--- src/rtl/lane_sched_pkg.sv ---
// Shared types, constants and the round-robin pick function for the lane scheduler.
package lane_sched_pkg;

    localparam int N_LANES = 4;
    localparam int SEL_W   = 2;

    typedef enum logic {
        IDLE = 1'b0,
        HOLD = 1'b1
    } state_t;

    typedef struct packed {
        logic             found;
        logic [SEL_W-1:0] idx;
    } pick_t;

    function automatic pick_t rr_pick(input logic [N_LANES-1:0] req,
                                      input logic [SEL_W-1:0]   ptr);
        pick_t            pick;
        logic [SEL_W-1:0] lane;
        pick = '0;
        // Scan from the farthest offset down, so the lane nearest ptr is written last and wins.
        for (int off = N_LANES - 1; off >= 0; off--) begin
            lane = ptr + SEL_W'(off);
            if (req[lane]) begin
                pick.found = 1'b1;
                pick.idx   = lane;
            end
        end
        return pick;
    endfunction

endpackage

--- src/rtl/lane_sel_mux4.sv ---
// 4:1 lane-select mux with enable; output is forced low while disabled.
module lane_sel_mux4
    import lane_sched_pkg::*;
(
    input  logic [N_LANES-1:0] data,
    input  logic [SEL_W-1:0]   sel,
    input  logic               en,
    output logic               out
);

    // NOTE: every path assigns out, so no latch is inferred.
    always_comb begin
        out = en ? data[sel] : 1'b0;
    end

endmodule

--- src/rtl/lane_rr_scheduler.sv ---
// Round-robin scheduler granting the shared lane mux to one of four lanes for HOLD_CYCLES cycles.
module lane_rr_scheduler
    import lane_sched_pkg::*;
#(
    parameter int HOLD_CYCLES = 2
)(
    input  logic               clk,
    input  logic               rst,
    input  logic [N_LANES-1:0] req,
    input  logic [N_LANES-1:0] data,
    output logic [SEL_W-1:0]   sel,
    output logic               flag,
    output logic [N_LANES-1:0] grant,
    output logic [N_LANES-1:0] ack,
    output logic               busy,
    output logic               valid_data
);

    localparam int               CNT_W    = $clog2(HOLD_CYCLES) + 1;
    localparam logic [CNT_W-1:0] CNT_LOAD = CNT_W'(HOLD_CYCLES - 1);

    state_t           state_q, state_d;
    logic [SEL_W-1:0] sel_q, sel_d;
    logic [SEL_W-1:0] ptr_q, ptr_d;
    logic [CNT_W-1:0] cnt_q, cnt_d;
    logic             last;
    logic [SEL_W-1:0] arb_ptr;
    pick_t            pick;

    // On the last hold cycle the pointer advance and the scan share one edge.
    assign last    = (state_q == HOLD) && (cnt_q == '0);
    assign arb_ptr = last ? sel_q + SEL_W'(1) : ptr_q;
    assign pick    = rr_pick(req, arb_ptr);

    // NOTE: defaults first keep every next-state signal fully assigned.
    always_comb begin
        state_d = state_q;
        sel_d   = sel_q;
        ptr_d   = ptr_q;
        cnt_d   = cnt_q;
        case (state_q)
            IDLE: begin
                if (pick.found) begin
                    sel_d   = pick.idx;
                    cnt_d   = CNT_LOAD;
                    state_d = HOLD;
                end
            end
            HOLD: begin
                if (cnt_q != '0) begin
                    cnt_d = cnt_q - CNT_W'(1);
                end else begin
                    ptr_d = sel_q + SEL_W'(1);
                    if (pick.found) begin
                        sel_d = pick.idx;
                        cnt_d = CNT_LOAD;
                    end else begin
                        state_d = IDLE;
                    end
                end
            end
            default: state_d = IDLE;
        endcase
    end

    // NOTE: sequential state uses non-blocking assignments only.
    always_ff @(posedge clk) begin
        if (rst) begin
            state_q <= IDLE;
            sel_q   <= '0;
            ptr_q   <= '0;
            cnt_q   <= '0;
        end else begin
            state_q <= state_d;
            sel_q   <= sel_d;
            ptr_q   <= ptr_d;
            cnt_q   <= cnt_d;
        end
    end

    assign sel   = sel_q;
    assign flag  = (state_q == HOLD);
    assign busy  = flag;
    assign grant = flag ? (N_LANES'(1) << sel_q) : '0;
    assign ack   = last ? (N_LANES'(1) << sel_q) : '0;

    lane_sel_mux4 u_mux (
        .data (data),
        .sel  (sel_q),
        .en   (flag),
        .out  (valid_data)
    );

endmodule

--- config.mk ---
export PLATFORM = sky130hd
export DESIGN_NAME = lane_rr_scheduler
export DESIGN_NICKNAME = d
export VERILOG_FILES = /design/src/rtl/lane_sched_pkg.sv /design/src/rtl/lane_sel_mux4.sv /design/src/rtl/lane_rr_scheduler.sv
export SDC_FILE = /design/constraint.sdc
export NUM_CORES = 1
export LEC_CHECK = 0
export BUFFER_PORTS_ARGS = -buffer_cell sky130_fd_sc_hd__buf_4
export CELL_PAD_IN_SITES_DETAIL_PLACEMENT = 0
export CELL_PAD_IN_SITES_GLOBAL_PLACEMENT = 1
export CORE_MARGIN = 5
export CORE_UTILIZATION = 37
export DETAILED_ROUTE_END_ITERATION = 6
export GPL_TIMING_DRIVEN = 0
export HOLD_SLACK_MARGIN = 0.05
export PLACE_DENSITY_LB_ADDON = 0.1
export SYNTH_ARGS = -nofsm -noshare
export SYNTH_HDL_FRONTEND = slang
export SYNTH_SLANG_ARGS = --single-unit
--- constraint.sdc ---
create_clock -name clk -period 6.4 [get_ports clk]
set_clock_uncertainty 0.2 [all_clocks]
set_input_delay 0.96 -clock clk [delete_from_list [all_inputs] [get_ports clk]]
set_output_delay 0.96 -clock clk [all_outputs]
set_load 0.02 [all_outputs]
==> results of run 1 <==
## cells in the final DEF (no fill, tap or decap), drive strengths merged, types with 2 or more instances in the layout
master and n:
o21ai 6, inv 5, nor4 2, a21oi 3, ha 4, o21bai 2, a221oi 2, and2 10
buf 25, nor2 3, dfxtp 7, nand4bb 2, clkbuf 5, nor3b 4
## area by class of cell
class	instances	area (um^2)
well taps	17	21.3
fillers	171	828
clock buffers	4	26.3
multi-input cells	56	459
repair buffers	22	165
inverters	5	18.8
flip-flops and latches	7	140
plain buffers	4	30.0
## power groups by stage
stage / Clock (uW) / Combinational [uW] / Sequential (uW)
after floorplan: 0 / 38.7 / 54.8
after global placement: 0 / 61.7 / 54.3
after detailed placement: 0 / 61.9 / 54.5
after CTS: 41.4 / 62.1 / 53.6
after global routing: 46.3 / 67.7 / 54.3
final: 39.3 / 61.7 / 53.4
## cells by family (layout without fill, tap and decap cells)
family | Yosys count | after routing | synth area share, %
adder cells (fa/ha/maj) | 4 | 4 | 7.72
buffers and inverters | 9 | 35 | 7.53
AND/OR/NAND/NOR | 27 | 27 | 30.1
flip-flops | 7 | 7 | 21.6
AO/OA/AOI/OAI | 22 | 22 | 26.3
multiplexers | 3 | 3 | 6.76
## layer usage
layer / GRT usage (%) / vias to the layer above / share of wire [%]
met3: 6.02 / 0 / 9.2
met4: 1.31 / 0 / 0
met5: 0 / - / 0
met1: 15.7 / 277 / 44
li1: - / 320 / -
met2: 20.9 / 25 / 47
## worst register-to-register path, cell delays in order, from the launching register on
cell and delay [ps]:
dfxtp_1 490, inv_1 110, ha_1 390, or4b_4 570, o211ai_2 80, a31oi_1 130
a211oi_2 220
## flip-flops by register name, summed over array words and instances (netlist names)
name	cells
ptr_q	2
sel	2
busy	1
cnt_q	2
## how the worst max path moves through the flow
stage	start	end	slack, ps	cells past startpoint
6_report	data[3]	valid_data	3420	4
5_1_grt	data[3]	valid_data	3400	4
4_1_cts	data[3]	valid_data	3410	4
3_5_place_dp	data[3]	valid_data	3410	4
3_3_place_gp	data[3]	valid_data	3420	4
2_1_floorplan	data[3]	valid_data	3620	2
## stage by stage
stage | instances | hold slack (ps) | total power, uW | setup slack, ps | utilization (%)
2_1_floorplan | 72 | 329 | 93.4 | 3620 | -
3_3_place_gp | 111 | 359 | 116 | 3420 | 49.4
3_5_place_dp | 111 | 365 | 116 | 3410 | 49.4
4_1_cts | 115 | 373 | 157 | 3410 | 51.0
5_1_grt | 115 | 394 | 168 | 3400 | 51.0
6_report | 115 | 372 | 154 | 3420 | 51.0
==> impl_metrics.env, run 1 <==
export IMPL_synth_most_common_cell="and2_1"
export IMPL_crit_family="multiplexers"
export IMPL_hold_path_depth=2
export IMPL_end_kind="output pin"
export IMPL_ctsResizeCount=0
export IMPL_swShare_pct=34.0
export IMPL_tritoncts="built"
export IMPL_finalSetupViolations=0
export IMPL_grt_use_total_pct=12.8
export IMPL_max_cap_violations=0
export IMPL_antenna_found_initial=0
export IMPL_postSynthCellCount=72
export IMPL_p_clk_share_pct=25.4
export IMPL_clock_path_buffers=2
export IMPL_finalMaxSlewViolations=0
export IMPL_yosys_warnings=0
export IMPL_io_pins=23
export IMPL_synthTopCellsByCount="and2_1 (10), dfxtp_1 (7), inv_1 (5), o21ai_0 (5), ha_1 (4)"
export IMPL_grt_overflow_total=0
export IMPL_final_cell_area_um2=861
export IMPL_grt_pass1_vias=608
export IMPL_leakage_uw=0.000372
export IMPL_start_kind="primary input"
export IMPL_r2r_start="sel[0]"
export IMPL_syn2layout_area_growth_pct=32.8
export IMPL_firstDrtPassIters=4
export IMPL_ctsHtreeMaxLevel=1
export IMPL_via_count=622
export IMPL_cpMostUsedCell="buf_4"
export IMPL_drc=0
export IMPL_cts_root_buf="clkbuf_4"
export IMPL_synth_top_cell_by_area="dfxtp_1"
export IMPL_drive_gt1_share_pct=39.8
export IMPL_syn_nets=86
export IMPL_die_w_um=51.9
export IMPL_coreArea_um2=1690
export IMPL_ys_seq_area_share_pct=21.6
export IMPL_ys_ff_latch=7
export IMPL_hold_class="reg2reg"
export IMPL_numCtsBuffers=3
export IMPL_hold_viol=0
export IMPL_initial_core_util_pct=38.4
export IMPL_min_from="cnt_q[0]"
export IMPL_reg2reg_to="sel[0]"
export IMPL_cpMaxStageDelayCell="mux4_2"
export IMPL_hold_path_endpoint="cnt_q[0]"
export IMPL_drtIter0Drc=10
export IMPL_syn_area_um2=648
export IMPL_cp_data_arrival_time_ps=1820
export IMPL_synth_area_top_cells="dfxtp_1 (22%), and2_1 (9.7%), ha_1 (7.7%)"
export IMPL_final_nets=113
export IMPL_slew_headroom_pct=65.3
export IMPL_clock_latency_ps=250
export IMPL_syn_area_per_cell_um2=9.00
export IMPL_ys_flop_type="dfxtp_1"
export IMPL_die_area_um2=2690
export IMPL_wire_per_inst_um=13.5
export IMPL_grt_max_degree=11
export IMPL_powerDensity_nw_per_um2=179
export IMPL_run_status="completed"
export IMPL_die_h_um=51.9
export IMPL_synth_edf_count=0
export IMPL_rows=15
export IMPL_num_antenna_cells=0
export IMPL_p_int_uw=102
export IMPL_worst_pin_slew_ps=516
export IMPL_seqPwrFrac_pct=34.6
export IMPL_cts_sinks=7
export IMPL_cp_data_required_time_ps=5240
export IMPL_path_buf_inv=2
export IMPL_crit_fanout=1
export IMPL_synth_distinct_cells=37
export IMPL_vias_per_cell=5.41
export IMPL_critical_path_class="in2out"
export IMPL_ir_worst_vdd_uv=154
export IMPL_setup_tns_ps=0
export IMPL_period_needed_ps=2980
export IMPL_clk_pin_slew_ps=50
export IMPL_rsz0062_at_grt="false"
export IMPL_place_hpwl_mm=1.25
export IMPL_ys_async_sr_fraction_pct=0
export IMPL_cts_hold_buf=0
export IMPL_grt_pass1_wl_mm=2.64
export IMPL_wirelength_mm=1.56
export IMPL_drtAntennaViolNets=0
export IMPL_post_cts_buffers=0
export IMPL_comb_power_share_pct=39.9
export IMPL_cpPeakStageDelay_ps=440
export IMPL_finalCritPeriodShare_pct=46.6
export IMPL_rr_worst_depth=6
export IMPL_path_cells="buf_4, mux4_2, and2_1, buf_4"
export IMPL_place_area_um2=835
export IMPL_yosys_area_top_type_share_pct=21.6
export IMPL_r2r_slack_ps=4110
export IMPL_switchingPower_uw=52.5
export IMPL_gp_congestion=0.809
export IMPL_fmax_mhz=335
export IMPL_io_buffers=22
Power figures use the tool's default switching activity.
==> run 2, diff against run 1 <==
- ABC_AREA: default -> 1
- CORE_UTILIZATION: 37 -> 30
- clock period: 6.4 -> 2.7 ns (I/O delays scaled with it)
==> run 2 against run 1 <==
Sequential share of layout area fell by 2.2 points. Largest power group unchanged. Final area rose by 16%. Sequential power rose to 3.7 times the previous value. Clock power rose by 140%. Largest cell class unchanged.
==> impl_metrics.env, run 2 <==
export IMPL_run_status="completed"
export IMPL_cpMostUsedCell="nand2_1"
export IMPL_slew_headroom_pct=81.6
export IMPL_finalSetupViolations=0
export IMPL_powerDensity_nw_per_um2=1530
export IMPL_fmax_mhz=434
export IMPL_grt_pass1_wl_mm=2.90
export IMPL_drc=0
export IMPL_die_area_um2=3670
export IMPL_rsz0062_at_grt="false"
export IMPL_switchingPower_uw=870
export IMPL_grt_overflow_total=0
export IMPL_post_cts_buffers=0
export IMPL_syn2layout_area_growth_pct=29.8
export IMPL_final_cells=181
export IMPL_swShare_pct=57.0
export IMPL_via_count=786
export IMPL_vias_per_cell=4.34
export IMPL_max_cap_violations=0
export IMPL_setup_tns_ps=0
export IMPL_final_common_cell="nand2_1"
export IMPL_final_nets=166
export IMPL_top_layer_used="met4"
export IMPL_ir_worst_vdd_uv=649
export IMPL_io_buffers=22
export IMPL_cp_data_arrival_time_ps=2250
export IMPL_antenna_found_initial=0
export IMPL_p_clk_share_pct=6.2
export IMPL_synth_edf_count=0
export IMPL_drtAntennaViolNets=0
export IMPL_num_antenna_cells=0
export IMPL_dp_cells=177
export IMPL_ctsHtreeMaxLevel=1
export IMPL_fillCellCount=271
export IMPL_grt_use_total_pct=10.2
export IMPL_end_kind="register"
export IMPL_drive_gt1_share_pct=32.5
export IMPL_numCtsBuffers=3
export IMPL_p_int_uw=655
export IMPL_synthTopCellsByCount="nand2_1 (31), inv_1 (20), nor2_1 (14)"
export IMPL_clock_path_buffers=2
export IMPL_leakage_uw=0.000578
export IMPL_cpPeakStageDelay_ps=470
export IMPL_place_hpwl_mm=1.50
export IMPL_wirelength_mm=1.77
export IMPL_syn_nets=139
export IMPL_wl_met3_um=93
export IMPL_critical_path_class="reg2reg"
export IMPL_cp_data_required_time_ps=2650
export IMPL_die_w_um=60.6
export IMPL_ys_ff_latch=7
export IMPL_ctsResizeCount=0
export IMPL_syn_area_per_cell_um2=6.15
export IMPL_coreArea_um2=2450
export IMPL_yosys_warnings=0
export IMPL_path_depth=13
export IMPL_crit_family="simple AND/OR/NAND/NOR gates"
export IMPL_hold_viol=0
export IMPL_rows=18
export IMPL_yosys_area_top_type_share_pct=18.2
export IMPL_start_kind="register"
export IMPL_postSynthCellCount=125
export IMPL_synth_area_top_cells="dfxtp_1 (18%), nand2_1 (15%), inv_1 (9.8%)"
export IMPL_ys_seq_area_share_pct=18.2
export IMPL_wl_met2_um=802
export IMPL_seqPwrFrac_pct=12.8
export IMPL_timing_hold_ws_ps=145
export IMPL_syn_area_um2=768
export IMPL_ys_async_sr_fraction_pct=0
export IMPL_synth_most_common_cell="nand2_1"
export IMPL_grt_max_degree=11
export IMPL_hold_class="in2reg"
export IMPL_cts_hold_buf=0
export IMPL_mostFrequentLayoutCells="nand2_1 (31), buf_4 (24), inv_1 (20), nor2_1 (14), nand3_1 (13)"
export IMPL_grt_pass1_vias=671
export IMPL_clk_pin_slew_ps=50
export IMPL_worst_pin_slew_ps=275
export IMPL_synth_distinct_cells=20
export IMPL_route_layer_met1_wl_um=864
export IMPL_rr_worst_depth=13
export IMPL_crit_fanout=7
export IMPL_cts_root_buf="clkbuf_4"
export IMPL_path_buf_inv=1
export IMPL_drtIter0Drc=21
export IMPL_gp_congestion=0.741
export IMPL_path_cells="inv_1, ha_1, nand3b_1, nand2_2, nand2_1, nand2_1, nand2_1, nand2_2, nor2_8, nand2_4, nand3_1, nor2_1, nor2_2"
export IMPL_hold_path_depth=2
export IMPL_cts_sinks=7
export IMPL_period_needed_ps=2310
export IMPL_finalCritPeriodShare_pct=85.4
export IMPL_synth_top_cell_by_area="dfxtp_1"
export IMPL_cpMaxStageDelayCell="dfxtp_1"
export IMPL_comb_power_share_pct=81.0
export IMPL_io_pins=23
export IMPL_ys_flop_type="dfxtp_1"
export IMPL_initial_core_util_pct=31.3
export IMPL_tritoncts="built"
export IMPL_die_h_um=60.6
export IMPL_wire_per_inst_um=9.76
export IMPL_clock_latency_ps=250
export IMPL_firstDrtPassIters=5
export IMPL_finalMaxSlewViolations=0
## run 2: changes by cell type after synthesis, sizes merged, moves of 4 or more
cell,before,now
and2,10,1
inv,5,20
nand2,1,47
nand3,0,14
nor2,3,18
nor3b,4,0
## run 2: routing by layer
metal	vias to the layer above	track usage (%)
li1	438	-
met1	333	14.3
met3	2	3.19
met4	0	1.86
met2	13	15.7
met5	-	0
## run 2: worst paths after layout
| check | slack, ps | end | startpoint |
|---|---|---|---|
| hold / removal | 140 | ptr_q[0] | rst |
| setup / recovery | 390 | sel[0] | sel[0] |
| hold reg to reg | 340 | cnt_q[1] | cnt_q[1] |
| setup reg to reg | 390 | sel[0] | sel[0] |
## run 2: final cells by class
| type | instances | area (um^2) | share of cell area (%) |
|---|---|---|---|
| Multi-Input combinational cell | 96 | 538 | 54.0 |
| Sequential cell | 7 | 140 | 14.1 |
| Buffer | 2 | 15.0 | 1.51 |
| Tap cell | 30 | 37.5 | 3.76 |
| Timing Repair Buffer | 22 | 165 | 16.6 |
| Inverter | 20 | 75.1 | 7.53 |
| Clock buffer | 4 | 26.3 | 2.63 |
## run 2: power by group through the flow
stage / logic (uW) / registers (uW) / clock network, uW
floorplan: 970 / 210 / 0
global placement: 1250 / 197 / 0
detailed placement: 1250 / 197 / 0
CTS: 1250 / 195 / 98.5
global route: 1380 / 204 / 104
finish: 1240 / 195 / 95.0
## run 2: kinds of logic after synthesis
family	synth area share [%]
AND/OR/NAND/NOR	55.5
buffers and inverters	11.7
AO/OA/AOI/OAI	7.98
flip-flops	18.2
adder cells (fa/ha/maj)	6.51
## run 2: worst register-to-register path: stages, from the launching register on
cell and delay, ps:
dfxtp_1 470, inv_1 180, ha_1 340, nand3b_1 170, nand2_2 120, nand2_1 60
nand2_1 100, nand2_1 70, nand2_2 130, nor2_8 50, nand2_4 70, nand3_1 70
nor2_1 140, nor2_2 40
## run 2: stage by stage
step | total power, uW | utilization (%) | cell area (um^2) | setup slack [ps]
floorplan | 1180 | - | 768 | 504
global placement | 1440 | 39.6 | 971 | 399
detailed placement | 1450 | 39.6 | 971 | 396
CTS | 1550 | 40.6 | 997 | 387
global route | 1690 | 40.6 | 997 | 229
finish | 1530 | 40.6 | 997 | 394
